$ cat src/rtl/mm_job_sequencer.sv
// mm_job_sequencer
//   Command queue and dispatcher sitting in front of the matrix-multiply
//   engine. Jobs are buffered in a small FIFO, launched one at a time with a
//   single-cycle mm_start pulse, and their operands are held stable on mm_*
//   for the whole job. Each job produces exactly one tagged completion record
//   (ok / engine error / timeout / rejected).
//
// Ports
//   clk, rst          clock, asynchronous active-high reset
//   cmd_*             job input (valid/ready), tag, M1/M2/M3, A/B/D addresses
//   timeout_cycles    WAIT-state limit in cycles, 0 disables the timeout
//   mm_start, mm_*    launch pulse and held operands towards the engine
//   mm_done, mm_error engine completion (error qualified by done)
//   cpl_*             completion record (valid/ready), tag and status
//   queue_level       FIFO occupancy
//   busy              dispatcher is not idle
//   halted            sticky timeout fault, cleared only by rst
//
// Handshakes (cmd_* and cpl_*): a transfer happens on a rising clk edge where
// valid and ready are both 1. The source keeps valid and its payload stable
// until that edge; ready never depends combinationally on valid.
module mm_job_sequencer #(
  parameter int MATRIXSIZE_W = 24,
  parameter int ADDR_W       = 64,
  parameter int TAG_W        = 8,
  parameter int QUEUE_DEPTH  = 4,
  parameter int TIMEOUT_W    = 32
) (
  input  logic                         clk,
  input  logic                         rst,
  input  logic                         cmd_valid,
  output logic                         cmd_ready,
  input  logic [TAG_W-1:0]             cmd_tag,
  input  logic [MATRIXSIZE_W-1:0]      cmd_M1,
  input  logic [MATRIXSIZE_W-1:0]      cmd_M2,
  input  logic [MATRIXSIZE_W-1:0]      cmd_M3,
  input  logic [ADDR_W-1:0]            cmd_addr_a,
  input  logic [ADDR_W-1:0]            cmd_addr_b,
  input  logic [ADDR_W-1:0]            cmd_addr_d,
  input  logic [TIMEOUT_W-1:0]         timeout_cycles,
  output logic                         mm_start,
  output logic [MATRIXSIZE_W-1:0]      mm_M1,
  output logic [MATRIXSIZE_W-1:0]      mm_M2,
  output logic [MATRIXSIZE_W-1:0]      mm_M3,
  output logic [ADDR_W-1:0]            mm_addr_matrix_a,
  output logic [ADDR_W-1:0]            mm_addr_matrix_b,
  output logic [ADDR_W-1:0]            mm_addr_matrix_d,
  input  logic                         mm_done,
  input  logic                         mm_error,
  output logic                         cpl_valid,
  input  logic                         cpl_ready,
  output logic [TAG_W-1:0]             cpl_tag,
  output logic [1:0]                   cpl_status,
  output logic [$clog2(QUEUE_DEPTH):0] queue_level,
  output logic                         busy,
  output logic                         halted
);

  localparam int PTR_W = $clog2(QUEUE_DEPTH);
  localparam int LVL_W = PTR_W + 1;

  localparam logic [1:0] ST_OK      = 2'b00;
  localparam logic [1:0] ST_ERROR   = 2'b01;
  localparam logic [1:0] ST_TIMEOUT = 2'b10;
  localparam logic [1:0] ST_REJECT  = 2'b11;

  typedef struct packed {
    logic [TAG_W-1:0]        tag;
    logic [MATRIXSIZE_W-1:0] m1;
    logic [MATRIXSIZE_W-1:0] m2;
    logic [MATRIXSIZE_W-1:0] m3;
    logic [ADDR_W-1:0]       a;
    logic [ADDR_W-1:0]       b;
    logic [ADDR_W-1:0]       d;
  } job_t;

  // State is kept as a named enum so checkers can bind to it directly.
  typedef enum logic [1:0] {S_IDLE, S_LAUNCH, S_WAIT, S_REPORT} state_t;

  state_t state, state_nxt;

  // ---------------------------------------------------------------- FIFO
  job_t             fifo_mem [QUEUE_DEPTH];
  job_t             cmd_job, head;
  logic [PTR_W-1:0] wr_ptr, rd_ptr;
  logic [LVL_W-1:0] level;
  logic             push, pop, fifo_empty;

  assign cmd_job = '{tag: cmd_tag, m1: cmd_M1, m2: cmd_M2, m3: cmd_M3,
                     a: cmd_addr_a, b: cmd_addr_b, d: cmd_addr_d};
  assign head        = fifo_mem[rd_ptr];
  assign fifo_empty  = (level == '0);
  // Full check only; a pop in the same cycle does not open a slot early.
  assign cmd_ready   = (level != LVL_W'(QUEUE_DEPTH));
  assign push        = cmd_valid && cmd_ready;
  assign queue_level = level;

  always_ff @(posedge clk) begin
    if (push) fifo_mem[wr_ptr] <= cmd_job;
  end

  // Depth is a power of two, so pointers wrap by natural overflow.
  always_ff @(posedge clk or posedge rst) begin
    if (rst) begin
      wr_ptr <= '0;
      rd_ptr <= '0;
      level  <= '0;
    end else begin
      if (push) wr_ptr <= wr_ptr + PTR_W'(1);
      if (pop)  rd_ptr <= rd_ptr + PTR_W'(1);
      case ({push, pop})
        2'b10:   level <= level + LVL_W'(1);
        2'b01:   level <= level - LVL_W'(1);
        default: level <= level;
      endcase
    end
  end

  // ---------------------------------------------------------------- FSM
  logic [TIMEOUT_W-1:0] tmo_cnt;
  logic [TAG_W-1:0]     cur_tag;
  logic [TAG_W-1:0]     cpl_tag_nxt;
  logic [1:0]           cpl_status_nxt;
  logic                 latch_job, load_cpl, set_halt, tmo_hit, head_zero;

  assign head_zero = (head.m1 == '0) || (head.m2 == '0) || (head.m3 == '0);
  assign tmo_hit   = (timeout_cycles != '0) &&
                     (tmo_cnt == timeout_cycles - TIMEOUT_W'(1));

  always_ff @(posedge clk or posedge rst) begin
    if (rst) state <= S_IDLE;
    else     state <= state_nxt;
  end

  always_comb begin
    state_nxt      = state;
    pop            = 1'b0;
    latch_job      = 1'b0;
    load_cpl       = 1'b0;
    set_halt       = 1'b0;
    cpl_tag_nxt    = cur_tag;
    cpl_status_nxt = ST_OK;
    case (state)
      S_IDLE: begin
        if (!fifo_empty && !halted) begin
          pop = 1'b1;
          if (head_zero) begin
            // Degenerate job: report it without ever touching the engine.
            load_cpl       = 1'b1;
            cpl_tag_nxt    = head.tag;
            cpl_status_nxt = ST_REJECT;
            state_nxt      = S_REPORT;
          end else begin
            latch_job = 1'b1;
            state_nxt = S_LAUNCH;
          end
        end
      end
      S_LAUNCH: state_nxt = S_WAIT;
      S_WAIT: begin
        // done is checked first so it wins over a coincident timeout.
        if (mm_done) begin
          load_cpl       = 1'b1;
          cpl_status_nxt = mm_error ? ST_ERROR : ST_OK;
          state_nxt      = S_REPORT;
        end else if (tmo_hit) begin
          load_cpl       = 1'b1;
          cpl_status_nxt = ST_TIMEOUT;
          set_halt       = 1'b1;
          state_nxt      = S_REPORT;
        end
      end
      S_REPORT: begin
        if (cpl_ready) state_nxt = S_IDLE;
      end
      default: state_nxt = S_IDLE;
    endcase
  end

  assign mm_start  = (state == S_LAUNCH);
  assign cpl_valid = (state == S_REPORT);
  assign busy      = (state != S_IDLE);

  always_ff @(posedge clk or posedge rst) begin
    if (rst) begin
      mm_M1            <= '0;
      mm_M2            <= '0;
      mm_M3            <= '0;
      mm_addr_matrix_a <= '0;
      mm_addr_matrix_b <= '0;
      mm_addr_matrix_d <= '0;
      cur_tag          <= '0;
      cpl_tag          <= '0;
      cpl_status       <= '0;
      halted           <= 1'b0;
      tmo_cnt          <= '0;
    end else begin
      // Operands only move when a job is launched; they stay after it ends.
      if (latch_job) begin
        mm_M1            <= head.m1;
        mm_M2            <= head.m2;
        mm_M3            <= head.m3;
        mm_addr_matrix_a <= head.a;
        mm_addr_matrix_b <= head.b;
        mm_addr_matrix_d <= head.d;
        cur_tag          <= head.tag;
      end
      if (load_cpl) begin
        cpl_tag    <= cpl_tag_nxt;
        cpl_status <= cpl_status_nxt;
      end
      if (set_halt) halted <= 1'b1;
      if (state == S_LAUNCH)    tmo_cnt <= '0;
      else if (state == S_WAIT) tmo_cnt <= tmo_cnt + TIMEOUT_W'(1);
    end
  end

endmodule

$ cat config.mk
export PLATFORM = sky130hd
export DESIGN_NAME = mm_job_sequencer
export DESIGN_NICKNAME = d
export VERILOG_FILES = /design/src/rtl/mm_job_sequencer.sv
export SDC_FILE = /design/constraint.sdc
export NUM_CORES = 1
export LEC_CHECK = 0
export CAP_MARGIN = 20
export CORE_ASPECT_RATIO = 1.5
export CORE_MARGIN = 5
export CORE_UTILIZATION = 51
export CTS_CLUSTER_DIAMETER = 120
export DETAILED_ROUTE_END_ITERATION = 16
export PLACE_DENSITY = 0.83
export SYNTH_ARGS = -nofsm -noshare
export SYNTH_HDL_FRONTEND = slang
export SYNTH_SLANG_ARGS = --single-unit
$ cat constraint.sdc
create_clock -name clk -period 10.5 [get_ports clk]
set_clock_uncertainty 0.1 [all_clocks]
set_input_delay 2.1 -clock clk [delete_from_list [all_inputs] [get_ports clk]]
set_output_delay 2.1 -clock clk [all_outputs]
set_load 0.01 [all_outputs]
* After elaboration in Yosys (flattened, before gate mapping)
Memory sizes are Yosys's and may differ from the RTL's.
Index checks and enable logic that the tools add are counted.
** Storage, ports and cells
- Latch bits :: 0
- Bits of input ports :: 310
- Bits in read-only memories :: 0
- Register bits :: 324
- Memory bits (writable) :: 1088
- Output and inout bits :: 282
- Word-level logic and storage cells :: 81
- Memories :: 1
** Operators by class
- Add/sub/neg operators :: 6
- Order comparisons :: 0
- Divide/modulo/power cells :: 0
- Multiply operators :: 0
- Shift-type cells :: 0
- Equality and inequality tests :: 10
- Multiplexer cells :: 32
- Reduce and logical (&&, ||, !) cells :: 17
- Bitwise gates (word level) :: 0
** Memory list
- fifo_mem :: depth 4, bits a word 272, read ports 1, clocked after memory_dff 0, write ports 1, line 83 : job_t fifo_mem [QUEUE_DEPTH];
** Operators by type and width (number)
- $logic_not A24 Y1 :: 3
- $mux W32 :: 2
- $add A32 B1 Y32 const B :: 1
- $eq A32 B32 Y1 :: 1
- $reduce_bool A32 Y1 :: 1
- $sub A32 B1 Y32 const B :: 1
- $mux W8 :: 3
- $mux W2 :: 9
- $mux W1 :: 14
- $pmux W2 S4 :: 1
- $eq A2 B2 Y1 const B :: 3
- $ne A3 B3 Y1 const B :: 2
- $pmux W3 S2 :: 1
- $reduce_bool A2 Y1 :: 3
- $add A2 B1 Y2 const B :: 2
- $eq A2 B1 Y1 const B :: 2
- $pmux W2 S2 :: 1
- $add A3 B1 Y3 const B :: 1
- $logic_and A1 B1 Y1 :: 3
- $logic_not A3 Y1 :: 1
- $reduce_and A3 Y1 :: 1
- $sub A3 B1 Y3 const B :: 1
- $logic_not A1 Y1 :: 2
- $logic_not A2 Y1 :: 1
- other kinds (4) :: 5

* Logic depth before layout (Yosys ltp)
Gate-level depths: netlist of the first run.
- Depth after elaboration :: 7
- Gate-level depth with buffers :: 12
- Mapped depth without buffers :: 10

* Least setup slack after synthesis of the first run
No wires, ideal clock.
- Path type :: in2reg
- From :: input cmd_valid
- To :: memory fifo_mem[1][0] (netlist bit) (enable)
- Arrival :: 8.342 ns
- Cell stages on the path :: 1
- Path buffers :: 0
- Setup time :: 0.669 ns
- Required time :: 9.731 ns
- Path slack :: 1.389 ns
- Path through :: and3_1
** On the way
- Longest elaborated chain between the ends :: 3
** RTL lines
- start: declaration :: line 31 : input logic cmd_valid,
- $logic_and A1 B1 Y1 :: line 95 : assign push = cmd_valid && cmd_ready;
- $mux W1 :: line 99 : if (push) fifo_mem[wr_ptr] <= cmd_job;
- $mux W1 (implied by the code) :: line 99
- end: declaration :: line 83
Every way passes these cells.

* Final worst setup path of the first run
- From :: register rd_ptr[0]
- To :: register mm_addr_matrix_a[43]
** On the way
- Longest elaborated chain between the ends :: 7
- Elaborated cells between the ends (all ways) :: 9
- Classes of those cells :: 3 x mux; 5 x reduce/logical; 1 x memory
** RTL lines
- start: declaration :: line 85 : logic [PTR_W-1:0] wr_ptr, rd_ptr;
- start signal: assignment :: line 110 : if (pop) rd_ptr <= rd_ptr + PTR_W'(1);
- $mem_v2 Z4 W272 (*)
- $logic_not A24 Y1 :: line 126 : assign head_zero = (head.m1 == '0) || (head.m2 == '0) || (head.m3 == '0);
- $logic_or A1 B1 Y1 (2 in series) :: line 126
- $mux W1 :: line 147 : if (head_zero) begin
- $mux W1 :: line 145 : if (!fifo_empty && !halted) begin
- $mux W1 :: line 143 : case (state)
- end signal: assignment :: line 203 : mm_addr_matrix_a <= head.a;
- end: declaration :: line 45 : output logic [ADDR_W-1:0] mm_addr_matrix_a,
Mark *: on every way between the ends. The rest lies on a longest branch, timed or not.
A chain may end at the register's enable or synchronous reset.

==> flow_summary.json, run 1 <==
{
  "width_of_the_die_um": 275,
  "path_class": "reg2reg",
  "final_util_pct": 62.7,
  "max_slew_margin_pct": 24.8,
  "drt_first_pass_iters": 5,
  "leakagePower_nw": 22.2,
  "postCtsHoldBufs": 0,
  "worst_path_max_delay_cell": "dfrtp_4",
  "detail_route.wirelength_um": 126000,
  "power_frac_clock_pct": 24.6,
  "flow.area_growth_from_synthesis_pct": 22.2,
  "max_cap_violations": 0,
  "synthDominantCellAreaShare_pct": 61.0,
  "critical_path_peak_fanout": 121,
  "ys_warn_count": 0,
  "grt_pass1_vias": 29100,
  "die_height_um": 407,
  "h-tree-depth": 4,
  "origin_of_the_worst_setup_path": "rd_ptr[0]",
  "synth_area_per_cell_um2": 21.4,
  "layout.cell_area.non_filler_um2": 65400,
  "synth_edf_count": 1088,
  "fin_max_slew_vios": 0,
  "power.ir.vdd_worst_uv": 479,
  "crit_end": "mm_addr_matrix_a[43]",
  "worst_ep_required_time_ns": 11.03,
  "timing.critical_path.from_type": "register",
  "tritoncts": "done",
  "routed-via-count": 27300,
  "design.final.nets": 3476,
  "path_clk_slew_ns": 0.07,
  "postSynth.asyncResetShare_pct": 22.9,
  "synth_fp_nets": 2830,
  "postSynthCellCount": 2508,
  "via_per_inst": 5.81,
  "clock_tree_root_driver_cell": "clkbuf_16",
  "worst_path_arrival_time_ns": 6.33,
  "depth_of_the_worst_register_to_register_path": 10,
  "reg2reg_to": "mm_addr_matrix_a[43]",
  "first_iter_violations": 2433,
  "final_hold_viol_count": 0,
  "drc": 0,
  "synth.cell_area_um2": 53600,
  "routed_wire_length_per_instance_um": 26.9,
  "fin_cells": 4687,
  "final_common_cell": "edfxtp_1",
  "hold_class": "reg2reg",
  "number_of_cell_rows": 145,
  "power.sequential.fraction_pct": 43.6,
  "placed_area_um2": 61000,
  "placed_cells": 4416,
  "synth.lib_cells_used.distinct": 81,
  "grt_setup_unrepaired": "no",
  "max_freq_mhz": 172,
  "initial_core_util_pct": 51.3,
  "core_area_um2": 104000,
  "tightestPinTransition_ns": 1.13,
  "ys.flop_type": "edfxtp_1",
  "cpPeakStageDelay_ns": 0.86,
  "cp_cell_sequence": "buf_12, buf_4, mux4_2, nor4_1, and4_1, nand3_1, o221ai_2, nor4_2, buf_12, mux2_1",
  "antenna_violating_nets_post_route": 0,
  "portBuffers": 591,
  "finalWeightedCongestion": 0.844,
  "report.final.setup_viol": 0,
  "cts_made_buffers": 130,
  "pwr_density_cell_nw_per_um2": 291,
  "power.share.combinational_pct": 31.9,
  "dpl.hpwl_um": 78500,
  "tritoncts_sinks": 1412,
  "top_area_cells_in_the_synthesized_netlist": "edfxtp_1 (61%), dfrtp_1 (15%), mux4_2 (11%)",
  "p_sw_mw": 5.69,
  "endpoint_kind": "register",
  "power_switching_share_pct": 29.9,
  "number_of_top_level_pins": 592,
  "cts.repair_timing.setup_buffer_count": 0,
  "grt_max_degree": 138,
  "grt_antenna_before_repair": 37,
  "tns_ns": 0,
  "synth_top_area_cell": "edfxtp_1",
  "die_area_um2": 112000,
  "postSynthRegisterBits": 1412,
  "clkLatencyLatePin_ns": 0.75,
  "post_synthesis_sequential_area_ratio_pct": 76.1,
  "status": "finished, final reports clean",
  "ctsResizeCount": 0,
  "grt_first_pass_wirelength_um": 188000,
  "ctsLongestPathBuffers": 3,
  "layout.cells.most_common_list": "edfxtp_1 (1088), clkdlybuf4s50_1 (591), dfrtp_1 (322)",
  "cell_internal_pwr_mw": 13.3,
  "finalCriticalPeriod_ns": 5.80,
  "reg2reg_slack_ns": 4.70,
  "gr-total-overflow": 0,
  "total_global_routing_track_utilization_pct": 22.5,
  "min_period_over_period_pct": 55.3,
  "r2r-start": "rd_ptr[0]",
  "share_of_post_route_cells_with_drive_strength_above_1_pct": 21.1,
  "critical-path-top-cell-by-count": "buf_12"
}
## flip-flops by register name (all words and copies together) (netlist names), 3 cells and up
register and flops:
fifo_mem 1088, mm_addr_matrix_a 64, mm_addr_matrix_b 64, mm_addr_matrix_d 64, tmo_cnt 32, mm_M1 24, mm_M2 24, mm_M3 24
cpl_tag 8, cur_tag 8, queue_level 3
## cells in the mapped netlist (11+ instances only)
cell type	count
o21ai_0	28
buf_6	12
nand3_1	20
nor4_1	30
buf_2	30
ha_1	11
inv_1	34
xnor2_1	34
nand2_1	29
dfrtp_1	324
nor3_1	19
xor2_1	30
clkbuf_1	52
a21oi_1	12
nand4_1	16
mux2_1	119
or3_1	12
edfxtp_1	1088
mux4_2	269
mux2_2	163
nor2_1	45
## stage by stage
step | power [mW] | setup WS, ns | hold WS, ns
detailed placement | 14.4 | 4.73 | 0.375
global placement | 14.2 | 4.74 | 0.366
global route | 19.8 | 4.46 | 0.405
CTS | 19.2 | 4.78 | 0.392
floorplan | 12.0 | 1.39 | 0.399
finish | 19.0 | 4.70 | 0.385
## power groups by stage
stage / combinational (mW) / clock [mW] / sequential, mW
finish: 6.06 / 4.67 / 8.28
global route: 6.45 / 5.00 / 8.39
CTS: 6.14 / 4.75 / 8.28
detailed placement: 6.04 / 0 / 8.35
global placement: 5.91 / 0 / 8.25
floorplan: 3.42 / 0 / 8.60
## cells by family (layout without fill, tap and decap cells)
group	count (synthesis)	in the layout	synth area share, %
fa+ha+maj	12	12	0.294
buf+inv	141	897	1.26
simple gates	232	232	2.55
other cells	0	27	0
compound gates	91	91	1.28
flops	1412	1412	76.1
mux	556	556	17.4
xor+xnor	64	64	1.05
## worst max-delay path: cells and delay by family (launching register included)
kind,cells,cell delay [ns]
and+or+nand+nor,4,1.12
AOI/OAI and AO/OA,1,0.26
DFF,1,0.86
buffers and inverters,3,1.59
muxes,2,1.23
## how the worst min path moves through the flow
stage	from	endpoint	slack (ns)	cells past startpoint
after global routing	mm_addr_matrix_b[54]	mm_addr_matrix_b[54]	0.41	1
after global placement	mm_addr_matrix_d[26]	mm_addr_matrix_d[26]	0.37	1
after floorplan	cur_tag[0]	cur_tag[0]	0.40	1
after detailed placement	mm_addr_matrix_a[53]	mm_addr_matrix_a[53]	0.38	1
final	mm_addr_matrix_d[30]	mm_addr_matrix_d[30]	0.39	1
after CTS	mm_addr_matrix_d[35]	mm_addr_matrix_d[35]	0.39	1
## cell type report
type / instances / area [µm²]
clock inverters: 75 / 785
multi-input cells: 955 / 12100
well taps: 1396 / 1750
diodes: 27 / 67.6
clock buffers: 167 / 3490
inverters: 34 / 131
repair buffers: 621 / 6290
fillers: 6759 / 38900
flip-flops and latches: 1412 / 40800
## layer usage
layer | share of wire [%] | vias to the layer above | track usage [%]
li1 | - | 11500 | -
met1 | 35 | 14300 | 27.7
met2 | 51 | 1231 | 37.4
met3 | 11 | 217 | 8.13
met4 | 2.9 | 30 | 7.76
met5 | 0.17 | - | 0
Power figures use the tool's default switching activity.
==> inputs of run 2 (changes only) <==
CORE_UTILIZATION = 56   (was 51)
PLACE_DENSITY = 0.86   (was 0.83)
clock period = 5.4 ns   (was 10.5 ns; I/O delays follow)
==> run 2 against run 1 <==
Via count up 3.4%. Fmax up 12%. Sequential share of layout area down 0.13 points. Largest cell class unchanged.
==> flow_summary.json, run 2 (synthesized netlist as in run 1, its figures left out) <==
{
  "final_hold_viol_count": 0,
  "number_of_top_level_pins": 592,
  "dpl.hpwl_um": 85900,
  "cts_made_buffers": 119,
  "ctsLongestPathBuffers": 3,
  "grt_max_degree": 141,
  "drc": 0,
  "endpoint_kind": "register",
  "max_slew_margin_pct": 1.24,
  "final_common_cell": "edfxtp_1",
  "ctsResizeCount": 0,
  "grt_first_pass_wirelength_um": 206000,
  "placed_area_um2": 61400,
  "grt_setup_unrepaired": "no",
  "cts.repair_timing.setup_buffer_count": 0,
  "grt_antenna_before_repair": 31,
  "tightestPinTransition_ns": 1.48,
  "power.ir.vdd_worst_uv": 496,
  "layout.cell_area.non_filler_um2": 65600,
  "placed_cells": 4329,
  "max_freq_mhz": 194,
  "grt_pass1_vias": 30000,
  "initial_core_util_pct": 56.2,
  "tritoncts": "done",
  "h-tree-depth": 3,
  "timing.critical_path.from_type": "register",
  "design.final.nets": 3504,
  "antenna_violating_nets_post_route": 0,
  "path_class": "reg2reg",
  "r2r-start": "rd_ptr[0]",
  "portBuffers": 591,
  "worst_path_arrival_time_ns": 5.65,
  "depth_of_the_worst_register_to_register_path": 8,
  "tritoncts_sinks": 1412,
  "max_cap_violations": 0,
  "width_of_the_die_um": 263,
  "layout.cells.most_common_list": "edfxtp_1 (1088), clkdlybuf4s50_1 (591), dfrtp_1 (322)",
  "routed-via-count": 28200,
  "clock_tree_root_driver_cell": "clkbuf_16",
  "finalWeightedCongestion": 0.881,
  "total_global_routing_track_utilization_pct": 26.9,
  "reg2reg_slack_ns": 0.24,
  "routed_wire_length_per_instance_um": 30.2,
  "sequential_cell_area_um2": 40800,
  "gr-total-overflow": 0,
  "leakagePower_nw": 22.4,
  "whs_endpoint": "mm_addr_matrix_b[9]",
  "detail_route.wirelength_um": 138000,
  "report.final.setup_viol": 0,
  "layout.filler_cells": 5519,
  "worst_ep_required_time_ns": 5.88,
  "core_area_um2": 95300,
  "fin_max_slew_vios": 0,
  "final_critical_path_setup_slack_ns": 0.235,
  "status": "finished, final reports clean",
  "via_per_inst": 6.15,
  "detailedPlace.worstSlack_ns": 0.576,
  "finalCriticalPeriod_ns": 5.16,
  "number_of_cell_rows": 139,
  "worstHoldStart": "mm_addr_matrix_b[9]",
  "reg2reg_to": "mm_addr_matrix_a[27]",
  "hold_class": "reg2reg",
  "die_height_um": 389,
  "die_area_um2": 102000,
  "pwr_density_cell_nw_per_um2": 570,
  "share_of_post_route_cells_with_drive_strength_above_1_pct": 22.1,
  "top_register": "fifo_mem",
  "first_iter_violations": 2906,
  "critical_path_peak_fanout": 140,
  "postCtsHoldBufs": 0,
  "flow.area_growth_from_synthesis_pct": 22.4,
  "drt_first_pass_iters": 6,
  "fin_cells": 4577,
  "largest_reg_flops": 1088,
  "multi_input_comb_area_um2": 12100,
  "path_clk_slew_ns": 0.07,
  "min_period_over_period_pct": 95.6,
  "clkLatencyLatePin_ns": 0.72,
  "worst_hold_path.num_cells": 1,
  "tns_ns": 0
}
run 2: per-layer routing:
metal | part of all wire, % | GRT usage, %
met1 | 35 | 33.6
met2 | 51 | 45.6
met3 | 11 | 9.08
met4 | 2.9 | 7.60
met5 | 0.14 | 0
run 2: cell type report:
| cell class | count | share of cell area [%] |
|---|---|---|
| sequential | 1412 | 62.2 |
| multi-input combinational | 955 | 18.5 |
| timing repair buffer | 660 | 10.3 |
| clock buffer | 163 | 5.10 |
| tap | 1269 | 2.42 |
| clock inverter | 64 | 1.21 |
| inverter | 34 | 0.200 |
| antenna | 20 | 0.0763 |
run 2: worst max-delay path by stage:
stage	startpoint	endpoint	cells after the start
6_report	rd_ptr[0]	mm_addr_matrix_a[27]	8
5_1_grt	rd_ptr[0]	mm_addr_matrix_d[50]	9
2_1_floorplan	rst	cpl_status[0]	1
4_1_cts	rd_ptr[0]	mm_addr_matrix_d[50]	9
3_5_place_dp	timeout_cycles[2]	state[1]	10
3_3_place_gp	timeout_cycles[2]	state[1]	10
run 2: worst max-delay path, cell delays in order (launching register included):
cell and delay (ns):
dfrtp_4 0.69, buf_12 0.38, mux4_2 0.62, nor4_1 0.74, nand4_1 0.32, o221ai_2 0.48, nor4_2 0.15, buf_12 0.24
mux2_1 0.69
run 2: through the flow:
step | utilization [%] | total power [mW] | hold slack, ns
after floorplan | - | 23.1 | 0.399
final | 68.8 | 37.4 | 0.386
after CTS | 68.7 | 37.6 | 0.389
after global routing | 68.8 | 38.9 | 0.412
after detailed placement | 64.4 | 28.3 | 0.374
after global placement | 64.4 | 27.6 | 0.367
run 2: power by group:
part / total, mW / switching [mW] / internal, mW / leakage (nW)
clock: 8.95 / 3.95 / 5.01 / 1.99
sequential: 16.2 / 1.43 / 14.7 / 13.8
combinational: 12.2 / 6.03 / 6.22 / 6.54
total: 37.4 / 11.4 / 26.0 / 22.4
